$ cat src/rtl/pipe_pkg.sv
// Shared pipeline package: opcode constants, operand-forward encodings,
// hazard-controller FSM state type and the destination-register decode
// used by both the hazard controller and the ALU write-register logic.
package pipe_pkg;

  localparam int unsigned OP_W  = 6;
  localparam int unsigned REG_W = 5;
  localparam int unsigned FWD_W = 2;
  localparam int unsigned CNT_W = 3;

  localparam logic [OP_W-1:0] OP_R    = 6'd0;
  localparam logic [OP_W-1:0] OP_ADDI = 6'd1;
  localparam logic [OP_W-1:0] OP_LW   = 6'd16;
  localparam logic [OP_W-1:0] OP_LH   = 6'd18;
  localparam logic [OP_W-1:0] OP_LB   = 6'd20;
  localparam logic [OP_W-1:0] OP_SW   = 6'd24;
  localparam logic [OP_W-1:0] OP_SH   = 6'd26;
  localparam logic [OP_W-1:0] OP_SB   = 6'd28;
  localparam logic [OP_W-1:0] OP_JAL  = 6'd41;

  localparam logic [REG_W-1:0] REG_ZERO = 5'd0;
  localparam logic [REG_W-1:0] REG_RA   = 5'd31;

  // Operand select: register file, EX result, WB result
  localparam logic [FWD_W-1:0] FWD_RF = 2'd0;
  localparam logic [FWD_W-1:0] FWD_EX = 2'd1;
  localparam logic [FWD_W-1:0] FWD_WB = 2'd2;

  typedef enum logic {
    ST_RUN    = 1'b0,
    ST_LDWAIT = 1'b1
  } hz_state_e;

  // Register written by an instruction; 0 means it writes nothing
  function automatic logic [REG_W-1:0] dest_of(input logic [OP_W-1:0]  op,
                                               input logic [REG_W-1:0] rt,
                                               input logic [REG_W-1:0] rd);
    logic [REG_W-1:0] d;
    d = REG_ZERO;
    case (op)
      OP_R:                                    d = rd;
      OP_ADDI, 6'd3, 6'd4, 6'd5, 6'd6,
      OP_LW, OP_LH, OP_LB:                     d = rt;
      OP_JAL:                                  d = REG_RA;
      default:                                 d = REG_ZERO;
    endcase
    return d;
  endfunction

  function automatic logic is_load(input logic [OP_W-1:0] op);
    return (op == OP_LW) || (op == OP_LH) || (op == OP_LB);
  endfunction

endpackage

$ cat src/rtl/ex_hazard_ctrl_if.sv
// Hazard-controller bundle between the pipeline (master) and the
// controller (slave).
//   master drives : id_valid, id_op, id_rs, id_rt, id_rd, ex_valid, ex_op,
//                   ex_redirect
//   slave drives  : pc_en, id_en, ex_en, ex_bubble, id_flush, fwd_s, fwd_t,
//                   ex_dest, wb_dest, wb_we
interface ex_hazard_ctrl_if;
  import pipe_pkg::*;

  logic             id_valid;
  logic [OP_W-1:0]  id_op;
  logic [REG_W-1:0] id_rs;
  logic [REG_W-1:0] id_rt;
  logic [REG_W-1:0] id_rd;
  logic             ex_valid;
  logic [OP_W-1:0]  ex_op;
  logic             ex_redirect;

  logic             pc_en;
  logic             id_en;
  logic             ex_en;
  logic             ex_bubble;
  logic             id_flush;
  logic [FWD_W-1:0] fwd_s;
  logic [FWD_W-1:0] fwd_t;
  logic [REG_W-1:0] ex_dest;
  logic [REG_W-1:0] wb_dest;
  logic             wb_we;

  modport master (
    output id_valid, id_op, id_rs, id_rt, id_rd, ex_valid, ex_op, ex_redirect,
    input  pc_en, id_en, ex_en, ex_bubble, id_flush, fwd_s, fwd_t,
           ex_dest, wb_dest, wb_we
  );

  modport slave (
    input  id_valid, id_op, id_rs, id_rt, id_rd, ex_valid, ex_op, ex_redirect,
    output pc_en, id_en, ex_en, ex_bubble, id_flush, fwd_s, fwd_t,
           ex_dest, wb_dest, wb_we
  );

endinterface

$ cat src/rtl/ex_hazard_ctrl_fwd_sel.sv
// fwd_sel: combinational per-operand forward comparator.
//   src_i     : source register read by the ID instruction
//   ex_dest_i : destination tracked in EX
//   wb_dest_i : destination tracked in WB
//   fwd_c_o   : FWD_EX / FWD_WB / FWD_RF, EX wins over WB, r0 never matches
module fwd_sel
  import pipe_pkg::*;
(
  input  logic [REG_W-1:0] src_i,
  input  logic [REG_W-1:0] ex_dest_i,
  input  logic [REG_W-1:0] wb_dest_i,
  output logic [FWD_W-1:0] fwd_c_o
);

  always_comb begin
    fwd_c_o = FWD_RF;
    if (src_i != REG_ZERO && src_i == ex_dest_i) begin
      fwd_c_o = FWD_EX;
    end else if (src_i != REG_ZERO && src_i == wb_dest_i) begin
      fwd_c_o = FWD_WB;
    end
  end

endmodule

$ cat src/rtl/ex_hazard_ctrl.sv
// ex_hazard_ctrl: execute-stage interlock and forwarding controller.
// Tracks EX/WB destination registers, freezes PC/IF-ID/ID-EX while a load
// waits DM_LAT cycles on data memory, flushes IF/ID on an EX redirect and
// drives the ALU operand forward selects.
//   clk, rst_n : clock, asynchronous active-low reset
//   hz_if      : ex_hazard_ctrl_if.slave bundle (ID/EX inputs, enables,
//                bubble/flush, forward selects, tracked destinations)
//   DM_LAT     : data-memory read latency, 1..7
// Build option HAZARD_FWD_EN: when defined, operands are forwarded; when
// undefined, fwd_s/fwd_t stay 0 and a dependent ID instruction is stalled
// with bubbles until its sources leave EX and WB.
module ex_hazard_ctrl
  import pipe_pkg::*;
#(
  parameter int unsigned DM_LAT = 3
) (
  input logic             clk,
  input logic             rst_n,
  ex_hazard_ctrl_if.slave hz_if
);

  hz_state_e        state_q, state_d;
  logic [CNT_W-1:0] cnt_q, cnt_d;
  logic [REG_W-1:0] ex_dest_q, ex_dest_d;
  logic [REG_W-1:0] wb_dest_q, wb_dest_d;

  logic [FWD_W-1:0] sel_s_c, sel_t_c;
  logic             stall_c;
  logic             ex_load_c;
  logic             advance_c;
  logic             pc_en_c, id_en_c, ex_en_c, ex_bubble_c, id_flush_c;

  // Per-source comparators against the tracked destinations
  fwd_sel u_fwd_s (
    .src_i     (hz_if.id_rs),
    .ex_dest_i (ex_dest_q),
    .wb_dest_i (wb_dest_q),
    .fwd_c_o   (sel_s_c)
  );

  fwd_sel u_fwd_t (
    .src_i     (hz_if.id_rt),
    .ex_dest_i (ex_dest_q),
    .wb_dest_i (wb_dest_q),
    .fwd_c_o   (sel_t_c)
  );

`ifdef HAZARD_FWD_EN
  assign stall_c     = 1'b0;
  assign hz_if.fwd_s = sel_s_c;
  assign hz_if.fwd_t = sel_t_c;
`else
  // Without forwarding any live dependence becomes a bubble
  assign stall_c     = hz_if.id_valid && ((sel_s_c != FWD_RF) || (sel_t_c != FWD_RF));
  assign hz_if.fwd_s = FWD_RF;
  assign hz_if.fwd_t = FWD_RF;
`endif

  assign ex_load_c = hz_if.ex_valid && is_load(hz_if.ex_op);

  // Next-state and enable decode
  always_comb begin
    state_d     = state_q;
    cnt_d       = cnt_q;
    ex_dest_d   = ex_dest_q;
    wb_dest_d   = wb_dest_q;
    pc_en_c     = 1'b1;
    id_en_c     = 1'b1;
    ex_en_c     = 1'b1;
    ex_bubble_c = 1'b0;
    id_flush_c  = 1'b0;
    advance_c   = 1'b0;

    case (state_q)
      ST_RUN: begin
        if (ex_load_c) begin
          // Load wins over a coincident redirect
          pc_en_c   = 1'b0;
          id_en_c   = 1'b0;
          ex_en_c   = 1'b0;
          wb_dest_d = REG_ZERO;
          cnt_d     = CNT_W'(1);
          state_d   = ST_LDWAIT;
        end else if (hz_if.ex_redirect) begin
          // Kill the wrong-path ID instruction; new PC still loads
          id_flush_c  = 1'b1;
          ex_bubble_c = 1'b1;
          ex_dest_d   = REG_ZERO;
          wb_dest_d   = ex_dest_q;
        end else begin
          advance_c = 1'b1;
        end
      end
      ST_LDWAIT: begin
        if (cnt_q < CNT_W'(DM_LAT)) begin
          pc_en_c   = 1'b0;
          id_en_c   = 1'b0;
          ex_en_c   = 1'b0;
          wb_dest_d = REG_ZERO;
          cnt_d     = cnt_q + CNT_W'(1);
        end else begin
          advance_c = 1'b1;
          cnt_d     = '0;
          state_d   = ST_RUN;
        end
      end
      default: begin
        state_d = ST_RUN;
        cnt_d   = '0;
      end
    endcase

    // Normal pipeline advance, possibly turned into a bubble by a stall
    if (advance_c) begin
      wb_dest_d = ex_dest_q;
      if (stall_c) begin
        pc_en_c     = 1'b0;
        id_en_c     = 1'b0;
        ex_bubble_c = 1'b1;
        ex_dest_d   = REG_ZERO;
      end else if (hz_if.id_valid) begin
        ex_dest_d = dest_of(hz_if.id_op, hz_if.id_rt, hz_if.id_rd);
      end else begin
        ex_dest_d = REG_ZERO;
      end
    end
  end

  // State and destination tracking registers
  always_ff @(posedge clk or negedge rst_n) begin
    if (!rst_n) begin
      state_q   <= ST_RUN;
      cnt_q     <= '0;
      ex_dest_q <= REG_ZERO;
      wb_dest_q <= REG_ZERO;
    end else begin
      state_q   <= state_d;
      cnt_q     <= cnt_d;
      ex_dest_q <= ex_dest_d;
      wb_dest_q <= wb_dest_d;
    end
  end

  assign hz_if.pc_en     = pc_en_c;
  assign hz_if.id_en     = id_en_c;
  assign hz_if.ex_en     = ex_en_c;
  assign hz_if.ex_bubble = ex_bubble_c;
  assign hz_if.id_flush  = id_flush_c;
  assign hz_if.ex_dest   = ex_dest_q;
  assign hz_if.wb_dest   = wb_dest_q;
  assign hz_if.wb_we     = (wb_dest_q != REG_ZERO);

endmodule

$ cat src/flat_wrapper.sv
// flat-port wrapper written by rule: the top's interface ports become plain ports
module ex_hazard_ctrl_flat import pipe_pkg::*;
#(
  parameter int unsigned DM_LAT = 3
)
  (clk, rst_n, hz_if_id_valid, hz_if_id_op, hz_if_id_rs, hz_if_id_rt, hz_if_id_rd, hz_if_ex_valid, hz_if_ex_op, hz_if_ex_redirect, hz_if_pc_en, hz_if_id_en, hz_if_ex_en, hz_if_ex_bubble, hz_if_id_flush, hz_if_fwd_s, hz_if_fwd_t, hz_if_ex_dest, hz_if_wb_dest, hz_if_wb_we);
  ex_hazard_ctrl_if hz_if_i ();
  input logic clk;
  input logic rst_n;
  input wire logic [$bits(hz_if_i.id_valid)-1:0] hz_if_id_valid;
  input wire logic [$bits(hz_if_i.id_op)-1:0] hz_if_id_op;
  input wire logic [$bits(hz_if_i.id_rs)-1:0] hz_if_id_rs;
  input wire logic [$bits(hz_if_i.id_rt)-1:0] hz_if_id_rt;
  input wire logic [$bits(hz_if_i.id_rd)-1:0] hz_if_id_rd;
  input wire logic [$bits(hz_if_i.ex_valid)-1:0] hz_if_ex_valid;
  input wire logic [$bits(hz_if_i.ex_op)-1:0] hz_if_ex_op;
  input wire logic [$bits(hz_if_i.ex_redirect)-1:0] hz_if_ex_redirect;
  output wire logic [$bits(hz_if_i.pc_en)-1:0] hz_if_pc_en;
  output wire logic [$bits(hz_if_i.id_en)-1:0] hz_if_id_en;
  output wire logic [$bits(hz_if_i.ex_en)-1:0] hz_if_ex_en;
  output wire logic [$bits(hz_if_i.ex_bubble)-1:0] hz_if_ex_bubble;
  output wire logic [$bits(hz_if_i.id_flush)-1:0] hz_if_id_flush;
  output wire logic [$bits(hz_if_i.fwd_s)-1:0] hz_if_fwd_s;
  output wire logic [$bits(hz_if_i.fwd_t)-1:0] hz_if_fwd_t;
  output wire logic [$bits(hz_if_i.ex_dest)-1:0] hz_if_ex_dest;
  output wire logic [$bits(hz_if_i.wb_dest)-1:0] hz_if_wb_dest;
  output wire logic [$bits(hz_if_i.wb_we)-1:0] hz_if_wb_we;
  assign hz_if_i.id_valid = hz_if_id_valid;
  assign hz_if_i.id_op = hz_if_id_op;
  assign hz_if_i.id_rs = hz_if_id_rs;
  assign hz_if_i.id_rt = hz_if_id_rt;
  assign hz_if_i.id_rd = hz_if_id_rd;
  assign hz_if_i.ex_valid = hz_if_ex_valid;
  assign hz_if_i.ex_op = hz_if_ex_op;
  assign hz_if_i.ex_redirect = hz_if_ex_redirect;
  assign hz_if_pc_en = hz_if_i.pc_en;
  assign hz_if_id_en = hz_if_i.id_en;
  assign hz_if_ex_en = hz_if_i.ex_en;
  assign hz_if_ex_bubble = hz_if_i.ex_bubble;
  assign hz_if_id_flush = hz_if_i.id_flush;
  assign hz_if_fwd_s = hz_if_i.fwd_s;
  assign hz_if_fwd_t = hz_if_i.fwd_t;
  assign hz_if_ex_dest = hz_if_i.ex_dest;
  assign hz_if_wb_dest = hz_if_i.wb_dest;
  assign hz_if_wb_we = hz_if_i.wb_we;
  ex_hazard_ctrl #(.DM_LAT(DM_LAT)) u_core (.clk(clk), .rst_n(rst_n), .hz_if(hz_if_i));
endmodule
$ cat config.mk
export PLATFORM = sky130hd
export DESIGN_NAME = ex_hazard_ctrl_flat
export DESIGN_NICKNAME = d
export VERILOG_FILES = /design/src/rtl/pipe_pkg.sv /design/src/rtl/ex_hazard_ctrl_if.sv /design/src/rtl/ex_hazard_ctrl_fwd_sel.sv /design/src/rtl/ex_hazard_ctrl.sv /design/src/flat_wrapper.sv
export SDC_FILE = /design/constraint.sdc
export NUM_CORES = 1
export LEC_CHECK = 0
export CAP_MARGIN = 20
export CORE_MARGIN = 2
export CORE_UTILIZATION = 41
export DETAILED_ROUTE_END_ITERATION = 8
export PLACE_DENSITY = 0.77
export SKIP_CTS_REPAIR_TIMING = 1
export SLEW_MARGIN = 20
export SYNTH_ARGS = -nofsm -noshare
export SYNTH_HDL_FRONTEND = slang
export SYNTH_HIERARCHICAL = 1
export SYNTH_SLANG_ARGS = --single-unit
$ cat constraint.sdc
create_clock -name clk -period 2.2 [get_ports clk]
set_input_delay 0.22 -clock clk [delete_from_list [all_inputs] [get_ports clk]]
set_output_delay 0.22 -clock clk [all_outputs]
set_load 0.02 [all_outputs]
* Word-level counts from Yosys, hierarchy flattened
Index checks and enable logic that the tools add are counted.
Storage, ports and cells: register bits 14, latch bits 0, bits in writable memories 0, ROM bits 0, output and inout bits 20, word-level logic and storage cells 82, memories kept 0
Cells by class: add/sub/neg operators 1, multiply operators 0, divide/modulo/power cells 0, magnitude comparators 1, equal/unequal tests 21, shift operators 0, muxes and demuxes 35, bitwise gates (word level) 1, reductions and logical operators 19
Operator list (count):
- two-way mux 5 bit | 10
- == test 6 x 5 -> 1 bit, second input constant | 6
- == test 5 bit | 4
- == test 6 x 3 -> 1 bit, second input constant | 3
- case mux 5 bit (3 select lines) | 1
- nonzero test 5 bit | 3
- two-way mux 1 bit | 13
- case mux 5 bit (2 select lines) | 1
- two-way mux 2 bit | 4
- OR reduction 8 bit | 1
- == test 6 x 1 -> 1 bit, second input constant | 1
- == test 6 x 2 -> 1 bit, second input constant | 1
- == test 6 bit, second input constant | 1
- logical AND 1 bit | 6
- zero test 6 bit | 1
- two-way mux 3 bit | 2
- case mux 1 bit (2 select lines) | 3
- case mux 3 bit (2 select lines) | 1
- nonzero test 2 bit | 3
- inequality test 2 bit, second input constant | 2
- inequality test 4 x 2 -> 1 bit, second input constant | 1
- adder 3 x 1 -> 3 bit, second input constant | 1
- logical OR 1 bit | 3
- < comparator 3 x 2 -> 1 bit, second input constant | 1
- 5 further kinds | 5

* Longest topological paths before layout
Gate-level depths: netlist of run 1.
word-level depth 9, gate-level depth with buffers 8, gate-level depth less buffers 8

* Hierarchy
Netlist of run 1, hierarchy kept.
By module, submodules not included:
- ex_hazard_ctrl | instances 1, cells each 82, area an instance 859.6 um^2, sequential area each 350.3 um^2
- fwd_sel | instances 2, cells each 17, area an instance 132.6 um^2, sequential area each 0.0 um^2

* Worst setup path before layout of run 1
No wires, ideal clock.
path type register to output, from register u_core.ex_dest_q[4] (netlist: u_core/hz_if.ex_dest[4]), to output port hz_if_pc_en, arrival 1964 ps, required time 1980 ps, setup slack 16 ps, cell stages (with the launch flop) 8, path through dfrtp_1 xnor2_1 nand3_1 o31a_1 o41ai_1 nand3_1 nand2_1 buf_4
On the way: longest elaborated chain between the ends 8
Ends and longest elaborated chain:
- from (decl) | line ex_hazard_ctrl.sv:24 | logic [REG_W-1:0] ex_dest_q, ex_dest_d;
- from (signal assigned) | line ex_hazard_ctrl.sv:139 | ex_dest_q <= ex_dest_d;
- == test 5 bit | line ex_hazard_ctrl_fwd_sel.sv:17 | if (src_i != REG_ZERO && src_i == ex_dest_i) begin
- logical AND 1 bit | line ex_hazard_ctrl_fwd_sel.sv:17
- two-way mux 2 bit | line ex_hazard_ctrl_fwd_sel.sv:17
- named net u_core.sel_s_c[1] | line ex_hazard_ctrl.sv:27 | logic [FWD_W-1:0] sel_s_c, sel_t_c;
- nonzero test 2 bit | line ex_hazard_ctrl.sv:54 | assign stall_c = hz_if.id_valid && ((sel_s_c != FWD_RF) || (sel_t_c != FWD_RF));
- logical OR 1 bit | line ex_hazard_ctrl.sv:54
- logical AND 1 bit | line ex_hazard_ctrl.sv:54
- two-way mux 1 bit (2 in a row)
- to (decl) | line flat_wrapper.sv:18 | output wire logic [$bits(hz_if_i.pc_en)-1:0] hz_if_pc_en;
The timed path passes the listed nets, and every way through them passes these cells.

* Final worst setup path of run 1
from input port hz_if_id_rs[4], to output port hz_if_pc_en
On the way: longest elaborated chain between the ends 9
Ends and longest elaborated chain:
- from (decl) | line flat_wrapper.sv:12 | input wire logic [$bits(hz_if_i.id_rs)-1:0] hz_if_id_rs;
- == test 5 bit or nonzero test 5 bit (tied branches) | line ex_hazard_ctrl_fwd_sel.sv:19, ex_hazard_ctrl_fwd_sel.sv:17
- logical AND 1 bit | line ex_hazard_ctrl_fwd_sel.sv:19 | end else if (src_i != REG_ZERO && src_i == wb_dest_i) begin
- two-way mux 2 bit | line ex_hazard_ctrl_fwd_sel.sv:19
- two-way mux 2 bit (*) | line ex_hazard_ctrl_fwd_sel.sv:17
- named net u_core.sel_s_c[1] | line ex_hazard_ctrl.sv:27
- nonzero test 2 bit (*) | line ex_hazard_ctrl.sv:54
- logical OR 1 bit (*) | line ex_hazard_ctrl.sv:54
- logical AND 1 bit (*) | line ex_hazard_ctrl.sv:54
- two-way mux 1 bit (*) | line ex_hazard_ctrl.sv:116 | if (stall_c) begin
- two-way mux 1 bit (*) | line ex_hazard_ctrl.sv:114 | if (advance_c) begin
Mark *: on every way through the listed nets, which the timed path passes. The rest lies on a longest branch.

==> impl_metrics.toml, run 1 <==
[run_status]
status = "complete, but fails checks"
violations = "negative setup slack"

[yosys]
synthXorXnorAreaFrac = 0.1557
synth_edf_count = 0
synth_mux_area_frac = 0
synth_area_leaders = "dfrtp_1, xnor2_1, xor2_1"
synth_ff_type = "dfrtp_1"
ys_ff_latch = 14
avgSynthCellArea_um2 = 9.697
ys_seq_area_frac = 0.3115
synth_top_area_frac = 0.3115
synthSimpleGateAreaFrac = 0.2380
synth-async-reset-ratio = 1.000
ys.warnings.count = 6
synth_top_family_by_area = "simple AND/OR/NAND/NOR gates"
postSynthCellCount = 116
synth_area_leader_cell = "dfrtp_1"
synthDistinctLibCells = 36
synth_area_um2 = 1125
synth_compound_area_frac = 0.2236
synth_fa_ha_area_frac = 0.01112

[sta]
whs_ns = 0.3256
finalHoldViolCount = 0
finalCriticalPeriod_ns = 2.373
fin_ws_ns = -0.1726
rsz0062_at_grt = "true"
slew_headroom = 0.5787
finalMaxSlewViolations = 0
worstMarginPinSlew_ns = 0.6299
fin_crit_sh = 1.078
max_clock_freq_mhz = 421.5
clock_skew_ns = 0.002349
setup_violations = 8

[floorplanning]
die_width_um = 56.38
ios = 52
die_h_um = 56.38
dieArea_um2 = 3179
start_util = 0.4420
num_rows = 18
coreArea_um2 = 2545

[worst_setup_path]
reg2reg_from = "u_core/hz_if.ex_dest[0]$_DFFE_PN0P_"
ff2ff_path_depth = 8
crit_required_ns = 1.98
r2r_slack_ns = -0.08
cp-start-kind = "input port"
worstReg2RegEnd = "u_core/hz_if.ex_dest[4]$_DFFE_PN0P_"
cp-end-kind = "primary output"
crit_type = "input port to primary output"
crit_fanout = 3
cp.arrival_ns = 2.15

[cts]
cts.sinks = 14
h-tree-depth = 1
clk-insertion-delay-late_ns = 0.28
clk_pin_slew_ns = 0.09
cts_buffer_depth = 2
cts_buffers = 3
cts-root-buf = "clkbuf_4"
cts_tree = "built"

[global_routing]
grt_max_degree = 15
grt_util_all_layers = 0.2130
antenna_found_initial = 0
grt_pass1_wl_mm = 5.333
grt_pass1_vias = 1152
grt_overflow = 0

[layout]
drive_gt1_frac = 0.3350
finalInstanceArea_um2 = 1957
final_common_cell = "clkdlybuf4s50_1"
stdcell_count = 227
area_delta_synth_final_pct = 73.97
layout.nets = 231
final_cell_mix = "clkdlybuf4s50_1, buf_4, nand2_1, dfrtp_1, xnor2_1"
antenna-diode-count = 0

[pwr]
irDropWorstVdd_uv = 558.8
pwr_density_cell_nw_per_um2 = 466.0
p_leak_uw = 0.0008990
p_total_uw = 912.0

[flow_run]
maxCapViolCount = 0

[worst_hold_path]
min_path_type = "input port to asynchronous set/reset pin"

[detailed_routing]
drtIter0Drc = 35
first_pass_iters = 4
wl_per_cell_um = 15.64
num_vias = 1198
via_per_inst = 5.278
drcViolationCount = 0
wl_mm = 3.550
antenna_left = 0

[place]
hpwl_mm = 2.771
place_area_um2 = 1813
dpl.cell_count = 219
portBuffers = 47
place_congestion = 0.9150
-- cells in the mapped netlist, types with 2 or more instances --
library cell	count
nand3_1	7
a221oi_1	5
xnor2_1	12
o31ai_2	5
o31a_1	2
buf_4	5
nor2_2	2
or4_1	2
o21ai_0	2
nor2_1	4
xor2_1	8
inv_1	3
nor3_2	2
and2_1	6
dfrtp_1	14
nand2_1	13
nand2b_1	2
nor4_1	4
-- worst max-delay path by stage --
stage | slack [ns] | from | to | cells after the start
finish | -0.17 | hz_if_id_rs[4] | hz_if_pc_en | 10
global route | -0.30 | hz_if_id_rs[4] | hz_if_pc_en | 10
CTS | -0.75 | hz_if_id_rs[1] | hz_if_pc_en | 10
detailed placement | -0.72 | hz_if_id_rs[1] | hz_if_id_en | 10
global placement | -0.73 | hz_if_id_rs[1] | hz_if_id_en | 10
floorplan | 0.02 | u_core/hz_if.ex_dest[4]$_DFFE_PN0P_ | hz_if_pc_en | 7
-- metal layers --
layer,wire length [um],up-vias,global-route usage
li1,-,574,-
met1,1450,577,0.2529
met2,1885,45,0.3950
met3,200,2,0.02535
met4,14,0,0.06803
met5,0,-,0
-- critical path: stages --
cell,delay [ns]
clkdlybuf4s50_1,0.44
or4_4,0.44
nor2_4,0.12
nor4_2,0.06
o31a_1,0.12
o41ai_2,0.29
buf_4,0.16
nand3_1,0.09
nand2_2,0.09
buf_6,0.12
-- logic make-up after synthesis --
| logic type | Yosys count |
|---|---|
| AOI/OAI and AO/OA | 22 |
| other | 1 |
| adders and majority gates | 1 |
| buffers and inverters | 10 |
| xor gates and xnor gates | 20 |
| and+or+nand+nor | 48 |
| DFF | 14 |
-- metrics by stage --
step	TNS, ns	setup slack (ns)	utilization
4_1_cts	-3.325	-0.7519	0.7266
5_1_grt	-1.754	-0.3035	0.7689
3_5_place_dp	-4.581	-0.7238	0.7124
3_3_place_gp	-4.506	-0.7322	0.7124
2_1_floorplan	0	0.01630	-
6_report	-0.8142	-0.1726	0.7689
-- power breakdown --
group	leakage, uW	internal, uW	switching, uW
Sequential	0.000186	284	36.0
Combinational	0.000692	203	204
Clock	0.0000210	101	85.1
Total	0.000899	587	325
-- state kept, by name, summed over array words and instances, names as in the netlist --
register	cells
u_core/cnt_q	3
u_core/hz_if.ex_dest	5
u_core/state_q	1
u_core/hz_if.wb_dest	5
-- final cells by class --
class	instances	area, um2
fillers	168	588.1
flip-flops and latches	14	354.1
clock buffers	4	36.28
repair buffers	80	738.2
inverters	4	15.01
well taps	30	37.54
multi-input cells	95	775.7
(Power assumes the default switching activity.)
==> inputs of run 2 (changes only) <==
--- a/config.mk
+++ b/config.mk
@@ -6,7 +6,7 @@
 export NUM_CORES = 1
 export LEC_CHECK = 0
 export CAP_MARGIN = 20
-export CORE_MARGIN = 2
+export CORE_MARGIN = 5
 export CORE_UTILIZATION = 41
 export DETAILED_ROUTE_END_ITERATION = 8
 export PLACE_DENSITY = 0.77
==> impl_metrics.toml, run 2 (same netlist as run 1, synthesis figures left out) <==
[layout]
drive_gt1_frac = 0.3351
antenna-diode-count = 0
layout.nets = 228
final_cell_mix = "clkdlybuf4s50_1, buf_4, nand2_1, dfrtp_1, dlymetal6s2s_1"
area_delta_synth_final_pct = 73.64
stdcell_count = 225
final_common_cell = "clkdlybuf4s50_1"
fillCellCount = 201

[worst_hold_path]
min_path_type = "input port to asynchronous set/reset pin"

[detailed_routing]
wl_mm = 3.720
drcViolationCount = 0
via_per_inst = 5.227
wl_met3_um = 170
met1_length_mm = 1.346
wl_met2_mm = 2.147
first_pass_iters = 6
antenna_left = 0
num_vias = 1176
wl_per_cell_um = 16.53
highest-signal-layer = "met4"
drtIter0Drc = 45

[cts]
h-tree-depth = 1
cts-root-buf = "clkbuf_4"
cts_buffers = 3
cts_buffer_depth = 2
cts_tree = "built"
cts.sinks = 14
clk_pin_slew_ns = 0.08
clk-insertion-delay-late_ns = 0.27

[worst_setup_path]
crit_buf_inv = 2
cp.arrival_ns = 2.14
max_stage_delay_ns = 0.47
path_delay_family = "compound AO/OA/AOI/OAI gates"
crit_fanout = 4
crit_chain = "xor2_1, o31a_1, o41ai_2, buf_4, nand3_1, nand2_2, buf_6"
crit_required_ns = 1.98
crit_slowest_cell = "dfrtp_1"
cp-end-kind = "primary output"
crit_type = "flop to primary output"
cp-start-kind = "flop"

[place]
place_congestion = 0.8707
dp_worst_setup_slack_ns = -0.7839
hpwl_mm = 2.908
portBuffers = 47
dpl.cell_count = 219

[sta]
fin_crit_sh = 1.072
finalMaxSlewViolations = 0
max_clock_freq_mhz = 423.8
fin_ws_ns = -0.1594
rsz0062_at_grt = "true"
slew_headroom = 0.6018
finalHoldViolCount = 0
clock_skew_ns = 0.006910
finalCriticalPeriod_ns = 2.359
worstMarginPinSlew_ns = 0.5955
setup_violations = 6

[floorplanning]
die_width_um = 62.38
dieArea_um2 = 3891
start_util = 0.4187
die_h_um = 62.38
num_rows = 19
coreArea_um2 = 2686
ios = 52

[pwr]
p_int_uw = 591.6
clkPwrFrac = 0.195
p_seq_frac = 0.352
combPwrFrac = 0.454
pwr_density_cell_nw_per_um2 = 469.0
net-switching-power_uw = 324.3
p_total_uw = 916.0
switching_share = 0.3541
p_leak_uw = 0.0009035
irDropWorstVdd_uv = 450.3

[global_routing]
grt_util_all_layers = 0.1748
grt_overflow = 0
antenna_found_initial = 0
grt_max_degree = 15
grt_pass1_wl_mm = 5.616
grt_pass1_vias = 1256

[run_status]
status = "complete, but fails checks"
violations = "negative setup slack"

[flow_run]
maxCapViolCount = 0
run 2: changes by cell type in the layout (fill, tap and decap cells not counted), sizes merged:
| cell | before | now |
|---|---|---|
| dlymetal6s2s | 9 | 10 |
| clkdlybuf4s50 | 35 | 34 |
| buf | 36 | 33 |
run 2: power groups by stage:
stage                     Sequential [uW]  Clock (uW)  Combinational [uW]
after detailed placement              326           0                 403
after global placement                321           0                 384
after floorplan                       317           0                 220
final                                 322         178                 416
after global routing                  327         193                 446
after CTS                             322         183                 406
run 2: layout make-up:
class / count / area (um2) / share of cell area
Multi-Input combinational cell: 95 / 790.8 / 0.4049
Tap cell: 31 / 38.79 / 0.01986
Inverter: 4 / 15.01 / 0.007687
Sequential cell: 14 / 354.1 / 0.1813
Clock buffer: 4 / 36.28 / 0.01858
Timing Repair Buffer: 77 / 718.2 / 0.3677
run 2: final timing paths:
check | from | cells after the start | to | slack (ns)
hold / removal | rst_n | 1 | u_core/state_q$_DFF_PN0_ | 0.32
max in group asynchronous | rst_n | 1 | u_core/hz_if.ex_dest[0]$_DFFE_PN0P_ | 1.46
min in group clk | hz_if_id_rt[1] | 4 | u_core/hz_if.ex_dest[1]$_DFFE_PN0P_ | 0.51
hold reg to reg | u_core/cnt_q[1]$_DFFE_PN0P_ | 2 | u_core/cnt_q[1]$_DFFE_PN0P_ | 0.53
setup / recovery | u_core/hz_if.ex_dest[3]$_DFFE_PN0P_ | 7 | hz_if_pc_en | -0.16
setup reg to reg | u_core/hz_if.ex_dest[3]$_DFFE_PN0P_ | 7 | u_core/hz_if.ex_dest[0]$_DFFE_PN0P_ | -0.07
run 2: layer usage:
metal,global-route usage,up-vias
met3,0.04676,6
met1,0.1913,565
li1,-,568
met2,0.3290,37
met5,0,-
met4,0.04244,0
run 2: per-stage QoR:
| step | utilization | hold slack (ns) | TNS, ns | cell area [um2] |
|---|---|---|---|---|
| floorplan | - | -0.07559 | 0 | 1136 |
| global placement | 0.6726 | 0.4990 | -4.557 | 1807 |
| detailed placement | 0.6726 | 0.5194 | -4.982 | 1807 |
| CTS | 0.6861 | 0.3296 | -3.639 | 1843 |
| global route | 0.7271 | 0.3649 | -1.112 | 1953 |
| finish | 0.7271 | 0.3159 | -0.5090 | 1953 |
==> inputs of run 3 (changes only) <==
--- a/config.mk
+++ b/config.mk
@@ -6,8 +6,10 @@
 export NUM_CORES = 1
 export LEC_CHECK = 0
 export CAP_MARGIN = 20
+export CELL_PAD_IN_SITES_DETAIL_PLACEMENT = 1
+export CELL_PAD_IN_SITES_GLOBAL_PLACEMENT = 1
 export CORE_MARGIN = 5
-export CORE_UTILIZATION = 41
+export CORE_UTILIZATION = 30
 export DETAILED_ROUTE_END_ITERATION = 8
 export PLACE_DENSITY = 0.77
 export SKIP_CTS_REPAIR_TIMING = 1
==> impl_metrics.toml, run 3 (same netlist as run 1, synthesis figures left out) <==
[run_status]
status = "complete, but fails checks"
violations = "negative setup slack"

[global_routing]
grt_busiest_layer = "met2"
grt_use_met1 = 0.1787
use_met3 = 0.01403
grt_max_degree = 15
grt_overflow = 0
grt_pass1_wl_mm = 6.327
grt_pass1_vias = 1312
met2_usage = 0.2939
antenna_found_initial = 0
grt_util_all_layers = 0.1537

[pwr]
pwr_density_cell_nw_per_um2 = 500.5
combPwrFrac = 0.432
p_seq_frac = 0.317
irDropWorstVdd_uv = 409.5
clkPwrFrac = 0.251
switching_share = 0.3563
net-switching-power_uw = 362.8
p_int_uw = 655.4
p_total_uw = 1018
p_leak_uw = 0.0009379

[cts]
cts.sinks = 14
clk_pin_slew_ns = 0.06
clk-insertion-delay-late_ns = 0.24
cts_tree = "built"
h-tree-depth = 1
cts-root-buf = "clkbuf_8"
cts_buffer_depth = 2
cts_buffers = 3

[detailed_routing]
via_per_inst = 5.066
antenna_left = 0
num_vias = 1231
wl_mm = 4.899
drtIter0Drc = 31
drcViolationCount = 0
wl_per_cell_um = 20.16
first_pass_iters = 5

[worst_setup_path]
cp.arrival_ns = 2.19
max_stage_delay_ns = 0.46
r2r_slack_ns = -0.12
crit_chain = "xnor2_2, nand3_2, o31a_1, o41ai_2, buf_4, nand3_2, nand2_2, buf_6"
cp-end-kind = "primary output"
crit_required_ns = 1.98
crit_fanout = 3
path_delay_family = "compound AO/OA/AOI/OAI gates"
cp-start-kind = "flop"
ff2ff_path_depth = 8
reg2reg_from = "u_core/hz_if.ex_dest[0]$_DFFE_PN0P_"
crit_top_cell = "nand3_2"
crit_slowest_cell = "dfrtp_1"
crit_type = "flop to primary output"
crit_buf_inv = 2
worstReg2RegEnd = "u_core/hz_if.ex_dest[2]$_DFFE_PN0P_"

[sta]
clock_skew_ns = 0.004240
finalCriticalPeriod_ns = 2.407
rsz0062_at_grt = "true"
slew_headroom = 0.5608
setup_violations = 8
max_clock_freq_mhz = 415.4
finalMaxSlewViolations = 0
worstMarginPinSlew_ns = 0.6567
fin_ws_ns = -0.2073
finalHoldViolCount = 0
whs_ns = 0.3783
fin_crit_sh = 1.094
tns_ns = -0.9926

[layout]
antenna-diode-count = 0
final_common_cell = "clkdlybuf4s50_1"
area_delta_synth_final_pct = 80.87
final_cell_mix = "clkdlybuf4s50_1, buf_4, nand2_1, dfrtp_1, dlymetal6s2s_1"
drive_gt1_frac = 0.3590
layout.nets = 229

[worst_hold_path]
min_path_type = "input port to asynchronous set/reset pin"

[place]
place_congestion = 0.8336
portBuffers = 47
hpwl_mm = 3.383

[floorplanning]
dieArea_um2 = 5074
die_width_um = 71.23
die_h_um = 71.23
num_rows = 22
start_util = 0.3096
ios = 52
coreArea_um2 = 3633

[flow_run]
maxCapViolCount = 0
## run 3: layout make-up
type                       instances  area (um2)
clock buffer                       4       55.05
fill                             411        1599
inverter                           4       15.01
multi-input combinational         95       820.8
sequential                        14       352.8
tap                               48       60.06
timing repair buffer              78       730.7
## run 3: through the flow
stage | cell area, um2 | utilization | instances | setup slack [ns]
floorplan | 1136 | - | 119 | 0.01630
global placement | 1821 | 0.5010 | 235 | -0.7498
detailed placement | 1821 | 0.5010 | 235 | -0.8480
CTS | 1876 | 0.5162 | 239 | -0.8552
global route | 2034 | 0.5599 | 243 | -0.2788
finish | 2034 | 0.5599 | 243 | -0.2073
## run 3: power by group through the flow
stage                     logic, uW  clock network (uW)  registers, uW
final                           440                 255            323
after global routing            479                 267            328
after CTS                       414                 252            322
after detailed placement        412                   0            326
after global placement          389                   0            324
after floorplan                 220                   0            317
## run 3: worst max path at each step
stage	endpoint	startpoint	cells past startpoint	slack (ns)
2_1_floorplan	hz_if_pc_en	u_core/hz_if.ex_dest[4]$_DFFE_PN0P_	7	0.02
3_3_place_gp	hz_if_id_en	hz_if_id_rs[1]	10	-0.75
3_5_place_dp	hz_if_id_en	hz_if_id_rs[1]	10	-0.85
5_1_grt	hz_if_id_en	u_core/hz_if.ex_dest[0]$_DFFE_PN0P_	8	-0.28
4_1_cts	hz_if_id_en	hz_if_id_rs[1]	10	-0.86
6_report	hz_if_id_en	u_core/hz_if.ex_dest[0]$_DFFE_PN0P_	8	-0.21
## run 3: per-layer routing
layer	part of all wire	vias to the layer above	wire [um]
li1	-	573	-
met1	0.38	619	1868
met2	0.57	33	2814
met3	0.032	6	157
met4	0.012	0	58
met5	0	-	0
## run 3: worst register-to-register path, stage by stage, from the launching register on
cell,delay [ns]
dfrtp_1,0.46
xnor2_2,0.22
nand3_2,0.13
o31a_1,0.31
o41ai_2,0.35
buf_4,0.18
and3_4,0.20
o31ai_4,0.11
o31ai_2,0.27
